`src/rtl/mips_pkg.sv`:
```
// Shared constants, state encodings and the control-word type for the multicycle MIPS control unit.
package mips_pkg;

  localparam int STATE_W = 4;

  localparam logic [5:0] OP_RTYPE = 6'h00;
  localparam logic [5:0] OP_LW    = 6'h23;
  localparam logic [5:0] OP_SW    = 6'h2B;
  localparam logic [5:0] OP_BEQ   = 6'h04;
  localparam logic [5:0] OP_J     = 6'h02;
  localparam logic [5:0] OP_ADDI  = 6'h08;

  localparam logic [1:0] ALUOP_ADD   = 2'b00;
  localparam logic [1:0] ALUOP_SUB   = 2'b01;
  localparam logic [1:0] ALUOP_FUNCT = 2'b10;

  localparam logic [1:0] SRCB_B     = 2'b00;
  localparam logic [1:0] SRCB_FOUR  = 2'b01;
  localparam logic [1:0] SRCB_IMM   = 2'b10;
  localparam logic [1:0] SRCB_IMMSH = 2'b11;

  localparam logic [1:0] PCSRC_ALU    = 2'b00;
  localparam logic [1:0] PCSRC_ALUOUT = 2'b01;
  localparam logic [1:0] PCSRC_JUMP   = 2'b10;

  typedef enum logic [STATE_W-1:0] {
    S_RESET  = 4'd0,
    S_FETCH  = 4'd1,
    S_DECODE = 4'd2,
    S_MEMADR = 4'd3,
    S_MEMRD  = 4'd4,
    S_MEMWB  = 4'd5,
    S_MEMWR  = 4'd6,
    S_REXEC  = 4'd7,
    S_RWB    = 4'd8,
    S_BEQ    = 4'd9,
    S_JUMP   = 4'd10,
    S_ADDIEX = 4'd11,
    S_ADDIWB = 4'd12
  } state_e;

  typedef struct packed {
    logic       pc_write;
    logic       pc_write_cond;
    logic       i_or_d;
    logic       mem_read;
    logic       mem_write;
    logic       ir_write;
    logic       mem_to_reg;
    logic       reg_dst;
    logic       reg_write;
    logic       alu_src_a;
    logic [1:0] alu_src_b;
    logic [1:0] alu_op;
    logic [1:0] pc_source;
    logic       illegal_op;
  } ctrl_t;

  function automatic logic op_supported(input logic [5:0] op);
    return (op == OP_RTYPE) || (op == OP_LW) || (op == OP_SW) ||
           (op == OP_BEQ) || (op == OP_J) || (op == OP_ADDI);
  endfunction

endpackage

```
`src/rtl/mips_ctrl_decode.sv`:
```
// Combinational decode of the current control state into the datapath control word.
module mips_ctrl_decode
  import mips_pkg::*;
#(
  parameter int OP_W = 6
) (
  input  state_e          state,
  input  logic [OP_W-1:0] opcode,
  input  logic            mem_ready,
  output ctrl_t           ctrl
);

  always_comb begin
    ctrl = '0;
    case (state)
      S_FETCH: begin
        // PC and IR update only on the cycle the fetch actually completes
        ctrl.mem_read  = 1'b1;
        ctrl.ir_write  = mem_ready;
        ctrl.pc_write  = mem_ready;
        ctrl.alu_src_b = SRCB_FOUR;
        ctrl.alu_op    = ALUOP_ADD;
        ctrl.pc_source = PCSRC_ALU;
      end
      S_DECODE: begin
        ctrl.alu_src_b  = SRCB_IMMSH;
        ctrl.alu_op     = ALUOP_ADD;
        ctrl.illegal_op = !op_supported(opcode);
      end
      S_MEMADR, S_ADDIEX: begin
        ctrl.alu_src_a = 1'b1;
        ctrl.alu_src_b = SRCB_IMM;
        ctrl.alu_op    = ALUOP_ADD;
      end
      S_MEMRD: begin
        ctrl.mem_read = 1'b1;
        ctrl.i_or_d   = 1'b1;
      end
      S_MEMWB: begin
        ctrl.reg_write  = 1'b1;
        ctrl.mem_to_reg = 1'b1;
      end
      S_MEMWR: begin
        ctrl.mem_write = 1'b1;
        ctrl.i_or_d    = 1'b1;
      end
      S_REXEC: begin
        ctrl.alu_src_a = 1'b1;
        ctrl.alu_src_b = SRCB_B;
        ctrl.alu_op    = ALUOP_FUNCT;
      end
      S_RWB: begin
        ctrl.reg_write = 1'b1;
        ctrl.reg_dst   = 1'b1;
      end
      S_BEQ: begin
        ctrl.alu_src_a     = 1'b1;
        ctrl.alu_src_b     = SRCB_B;
        ctrl.alu_op        = ALUOP_SUB;
        ctrl.pc_write_cond = 1'b1;
        ctrl.pc_source     = PCSRC_ALUOUT;
      end
      S_JUMP: begin
        ctrl.pc_write  = 1'b1;
        ctrl.pc_source = PCSRC_JUMP;
      end
      S_ADDIWB: begin
        ctrl.reg_write = 1'b1;
      end
      default: ctrl = '0;
    endcase
  end

endmodule

```
`src/rtl/mips_multicycle_control.sv`:
```
// Multicycle MIPS main control FSM: state register, next-state logic, control-word outputs.
// Optional memory wait handshake (mem_ready port) is enabled by defining MIPS_MEM_WAIT_EN.
//
// state    | meaning
// S_RESET  | post-reset idle, all controls low
// S_FETCH  | read instruction, PC += 4
// S_DECODE | read registers, branch target to ALUOut
// S_MEMADR | lw/sw address compute
// S_MEMRD  | lw data read
// S_MEMWB  | lw register writeback
// S_MEMWR  | sw data write
// S_REXEC  | R-type ALU operation
// S_RWB    | R-type register writeback
// S_BEQ    | branch compare / conditional PC load
// S_JUMP   | jump PC load
// S_ADDIEX | addi ALU operation
// S_ADDIWB | addi register writeback
module mips_multicycle_control
  import mips_pkg::*;
#(
  parameter int OP_W = 6
) (
  input  logic            clk,
  input  logic            reset,
  input  logic [OP_W-1:0] opcode,
`ifdef MIPS_MEM_WAIT_EN
  input  logic            mem_ready,
`endif
  output logic            PCWrite,
  output logic            PCWriteCond,
  output logic            IorD,
  output logic            MemRead,
  output logic            MemWrite,
  output logic            IRWrite,
  output logic            MemtoReg,
  output logic            RegDst,
  output logic            RegWrite,
  output logic            ALUSrcA,
  output logic [1:0]      ALUSrcB,
  output logic [1:0]      ALUOp,
  output logic [1:0]      PCSource,
  output logic            illegal_op
);

  state_e state_q, state_d;
  ctrl_t  ctrl;
  logic   mem_ready_w;

`ifdef MIPS_MEM_WAIT_EN
  assign mem_ready_w = mem_ready;
`else
  assign mem_ready_w = 1'b1;
`endif

  always_comb begin
    state_d = S_FETCH;
    case (state_q)
      S_RESET:  state_d = S_FETCH;
      S_FETCH:  state_d = mem_ready_w ? S_DECODE : S_FETCH;
      S_DECODE: begin
        case (opcode)
          OP_LW, OP_SW: state_d = S_MEMADR;
          OP_RTYPE:     state_d = S_REXEC;
          OP_BEQ:       state_d = S_BEQ;
          OP_J:         state_d = S_JUMP;
          OP_ADDI:      state_d = S_ADDIEX;
          default:      state_d = S_FETCH;
        endcase
      end
      S_MEMADR: state_d = (opcode == OP_LW) ? S_MEMRD : S_MEMWR;
      S_MEMRD:  state_d = mem_ready_w ? S_MEMWB : S_MEMRD;
      S_MEMWR:  state_d = mem_ready_w ? S_FETCH : S_MEMWR;
      S_REXEC:  state_d = S_RWB;
      S_ADDIEX: state_d = S_ADDIWB;
      default:  state_d = S_FETCH;
    endcase
  end

  always_ff @(posedge clk or posedge reset) begin
    if (reset) state_q <= S_RESET;
    else       state_q <= state_d;
  end

  mips_ctrl_decode #(.OP_W(OP_W)) u_decode (
    .state     (state_q),
    .opcode    (opcode),
    .mem_ready (mem_ready_w),
    .ctrl      (ctrl)
  );

  assign PCWrite     = ctrl.pc_write;
  assign PCWriteCond = ctrl.pc_write_cond;
  assign IorD        = ctrl.i_or_d;
  assign MemRead     = ctrl.mem_read;
  assign MemWrite    = ctrl.mem_write;
  assign IRWrite     = ctrl.ir_write;
  assign MemtoReg    = ctrl.mem_to_reg;
  assign RegDst      = ctrl.reg_dst;
  assign RegWrite    = ctrl.reg_write;
  assign ALUSrcA     = ctrl.alu_src_a;
  assign ALUSrcB     = ctrl.alu_src_b;
  assign ALUOp       = ctrl.alu_op;
  assign PCSource    = ctrl.pc_source;
  assign illegal_op  = ctrl.illegal_op;

endmodule

```
`config.mk`:
```
export PLATFORM = sky130hd
export DESIGN_NAME = mips_multicycle_control
export DESIGN_NICKNAME = d
export VERILOG_FILES = /design/src/rtl/mips_pkg.sv /design/src/rtl/mips_ctrl_decode.sv /design/src/rtl/mips_multicycle_control.sv
export SDC_FILE = /design/constraint.sdc
export NUM_CORES = 1
export LEC_CHECK = 0
export CAP_MARGIN = 15
export CORE_AREA = 2 2 39 41
export CTS_BUF_LIST = sky130_fd_sc_hd__clkbuf_4 sky130_fd_sc_hd__clkbuf_8
export DETAILED_ROUTE_END_ITERATION = 12
export DIE_AREA = 0 0 41 43
export PLACE_DENSITY = 0.76
export REMOVE_ABC_BUFFERS = 1
export SYNTH_ARGS = -nofsm -noshare
export SYNTH_HDL_FRONTEND = slang
export SYNTH_SLANG_ARGS = --single-unit
```
`constraint.sdc`:
```
create_clock -name clk -period 1.25 [get_ports clk]
set_input_delay 0.125 -clock clk [delete_from_list [all_inputs] [get_ports clk]]
set_output_delay 0.125 -clock clk [all_outputs]
set_load 0.05 [all_outputs]
```
==> flow_summary.toml, run 1 <==
[status]
outcome = "stopped before the end"
failing_step = "global routing"
firstError = "[ERROR DPL-0033] detailed placement checks failed during check placement."

[placement]
gp_congestion = 0.895
pre_cts_ws_ns = -0.426
port_buffers = 24
dpl.hpwl_mm = 1.24
postPlaceCellArea_um2 = 1040

[synth]
avgSynthCellArea_um2 = 7.72
netlist-cell-type-count = 37
yosysWarnings = 0
yosysTopAreaCell = "dfrtp_1"
synth_area_um2 = 502
ys_seq_area_share_pct = 20.0
syn-instance-count = 65
synth_top_area_share_pct = 20.0
ys_seq_elements = 4
ys_async_sr_fraction_pct = 100
synth-edff-count = 0
synth_ff_type = "dfrtp_1"
yosys-top-cells-area = "dfrtp_1, nor2_1, nand2b_1"

[floorplanning]
dieHeight_um = 43
ios = 25
start_util_pct = 36.3
die_w_um = 41
rows = 14

[clocking]
cts_buffers = 3
h-tree-depth = 1
holdBufCountCts = 0
cts.sinks = 4
clockRootBuffer = "clkbuf_4"
clock_path_buffers = 2

[sta]
worstEndpointGrtRepair = "PCWriteCond"
worstEpCategory = "output port"

[grt]
grt_max_degree = 10
antenna_found_initial = 0
-- stage by stage --
stage,setup TNS (ns),std cells
after CTS,-3.79,132
after detailed placement,-1.50,120
after global placement,-1.07,120
after floorplan,-6.75,59
-- repair_timing --
action	4_1_cts
gates cloned	0
gates resized for setup	32
pin swaps	11
setup endpoints to repair	19
buffers inserted	9
-- cells in the mapped netlist (2+ instances only) --
cell	instances
nand2b_1	5
dfrtp_1	4
nor3_1	4
a21boi_0	2
nand2_1	2
nor2_1	13
buf_6	2
a21oi_1	3
buf_4	2
-- kinds of logic after synthesis --
| kind of cell | Yosys count | synth area share, % |
|---|---|---|
| and+or+nand+nor | 34 | 38.7 |
| AOI/OAI and AO/OA | 18 | 27.9 |
| buffers and inverters | 7 | 9.97 |
| DFF | 4 | 20.0 |
| xor gates and xnor gates | 2 | 3.49 |
==> inputs of run 2 (changes only) <==
- CORE_AREA: 2 2 39 41 -> 2 2 63 65
- CTS_BUF_LIST: sky130_fd_sc_hd__clkbuf_4 sky130_fd_sc_hd__clkbuf_8 -> default
- DIE_AREA: 0 0 41 43 -> 0 0 65 67
- PLACE_DENSITY: 0.76 -> default
- PLACE_DENSITY_LB_ADDON: default -> 0.15
==> run 2 against run 1 <==
The flow now finishes, with violations (negative setup slack). Area after synthesis is the same. Synthesized cell count unchanged.
==> flow_summary.toml, run 2 <==
[critical_path]
worstPathRequired_ns = 1.12
crit_fanout = 2
worstSetupPathType = "flop to primary output"
rr_worst_depth = 5
cp_slowest_cell = "dfrtp_1"
crit_arrival_ns = 1.38
rr_startpoint = "state_q[3]$_DFF_PP0_"
endpoint_kind = "primary output"
crit_chain = "or2_4 -> a2111oi_4 -> buf_12"
r2r-end = "state_q[3]$_DFF_PP0_"
r2r_setup_slack_ns = 0
slowest_delay_ns = 0.37
worstSetupStartpointType = "flop"

[clocking]
cts_buffers = 3
worstSkewPairLatency_ns = 0.21
clockRootBuffer = "clkbuf_8"
h-tree-depth = 1
holdBufCountCts = 0
cts.sinks = 4
cts_tree = "yes"
path_clk_slew_ns = 0.03
clock_path_buffers = 2

[placement]
dpl.hpwl_mm = 1.36
port_buffers = 24
dp.cells = 153
gp_congestion = 0.756

[floorplanning]
die_w_um = 65
core_um2 = 3610
rows = 22
die-area_um2 = 4360
start_util_pct = 13.9
ios = 25
dieHeight_um = 67

[route]
drtIter0Drc = 11
drt_pre_antenna_iters = 4
route.detailed.drc = 0
wl_per_cell_um = 11.1
wl_mm = 1.81
routed_via_density = 4.18
ant_nets = 0
num_vias = 682

[synth]
yosys-top-cells-area = "dfrtp_1, nor2_1, nand2b_1"
ys_seq_elements = 4
ys_seq_area_share_pct = 20.0
avgSynthCellArea_um2 = 7.72
synth-edff-count = 0
synth_top_area_share_pct = 20.0
yosysWarnings = 0
netlist-cell-type-count = 37
synthTopCellsByCount = "nor2_1, nand2b_1, dfrtp_1, nor3_1, a21oi_1"
ys_async_sr_fraction_pct = 100
syn-instance-count = 65
synth_ff_type = "dfrtp_1"
synth_area_um2 = 502
yosysMostFrequentCell = "nor2_1"
yosysTopAreaCell = "dfrtp_1"

[layout]
largest_reg_flops = 4
final_cell_mix = "buf_4, buf_12, buf_6"
synthToLayoutAreaGrowth_pct = 179
finalNonFillerCells = 163
multiInputGateArea_um2 = 522
mostFrequentLayoutCell = "buf_4"
final-seq-area_um2 = 101
nets = 125
drive_gt1_share_pct = 70.4
reg.largest.list = "state_q: 4 flops"
top_register = "state_q"
utilization_pct = 38.8
antennaDiodeCount = 0
fill_cells = 357

[sta]
finalSetupViolCount = 17
relSlewSlack_pct = 78.5
skew_ns = 0.0000478
fmax_ghz = 0.663
hold_viol_final = 0
post-route-min-period_ns = 1.51
fin_crit_sh_pct = 121
fin_ws_ns = -0.258
rsz0062_at_grt = "yes"
worstMarginPinSlew_ns = 0.320
final-max-slew-violation-count = 0

[grt]
grt_pass1_wl_mm = 3.06
grt_pass1_vias = 678
grt.overflow.total = 0
grt_max_degree = 10
grt_use_total_pct = 8.98
antenna_found_initial = 0

[power_and_ir_drop]
clkPwrFrac_pct = 7.2
swShare_pct = 46.7
p_per_area_nw_per_um2 = 2680
combPwrFrac_pct = 86.4
switchingPower_mw = 1.75
internal-power_mw = 2.00
leakage_nw = 0.568
vdd_drop_max_mv = 0.650
p_seq_share_pct = 6.5
p_total_mw = 3.75

[hold_path]
hold_path.class = "input pin to async pin"

[status]
violations = "negative setup slack"
outcome = "finished, violations left"

[run]
max_cap_violations = 0
## run 2: cell counts after synthesis
No cell type changed its count.
## run 2: per-stage QoR
step / hold WS [ns] / setup slack, ns / cell area, um^2 / setup TNS [ns]
floorplan: -0.109 / -0.891 / 455 / -6.75
CTS: 0.0964 / -0.263 / 1340 / -3.11
finish: 0.0938 / -0.258 / 1400 / -2.85
detailed placement: 0.325 / -0.408 / 1090 / -1.67
global route: 0.120 / -0.332 / 1400 / -3.91
global placement: 0.324 / -0.360 / 1090 / -1.44
## run 2: cells by family (layout without fill, tap and decap cells)
kind of cell | Yosys count | count (layout) | synth area share, %
DFF | 4 | 4 | 20.0
xor gates and xnor gates | 2 | 2 | 3.49
AOI/OAI and AO/OA | 18 | 18 | 27.9
buffers and inverters | 7 | 57 | 9.97
and+or+nand+nor | 34 | 34 | 38.7
## run 2: cell type report
class | instances | share of cell area, %
timing repair buffer | 53 | 47.9
multi-input combinational | 54 | 37.3
sequential | 4 | 7.25
tap | 48 | 4.29
clock buffer | 3 | 2.95
inverter | 1 | 0.268
## run 2: worst max path at each step
stage	from	end
2_1_floorplan	state_q[3]$_DFF_PP0_	PCSource[0]
3_3_place_gp	opcode[1]	illegal_op
3_5_place_dp	opcode[1]	illegal_op
4_1_cts	state_q[3]$_DFF_PP0_	illegal_op
5_1_grt	state_q[2]$_DFF_PP0_	RegDst
6_report	state_q[3]$_DFF_PP0_	illegal_op
## run 2: timing repair
action / CTS / global route
setup endpoints to repair: 19 / 21
setup buffers: 7 / 0
pin swaps: 8 / 6
gates resized for setup: 41 / 13
## run 2: power groups by stage
stage | registers [mW] | logic [mW] | clock network, mW
finish | 0.242 | 3.23 | 0.269
global route | 0.252 | 3.38 | 0.284
CTS | 0.242 | 3.13 | 0.278
detailed placement | 0.220 | 2.56 | 0
global placement | 0.218 | 2.56 | 0
floorplan | 0.303 | 1.15 | 0
## run 2: critical path, delay by kind of cell, from the launching register on
| family | cells | cell delay [ns] |
|---|---|---|
| AO/OA/AOI/OAI | 1 | 0.33 |
| buffers and inverters | 1 | 0.18 |
| flip-flops | 1 | 0.37 |
| AND/OR/NAND/NOR | 1 | 0.28 |
## run 2: routing by layer
layer,global-route usage (%),wire [um]
met3,1.69,106
met5,0,0
met1,9.70,660
met2,16.5,987
met4,4.79,52
Note: power is estimated with default switching activity, not from simulation.
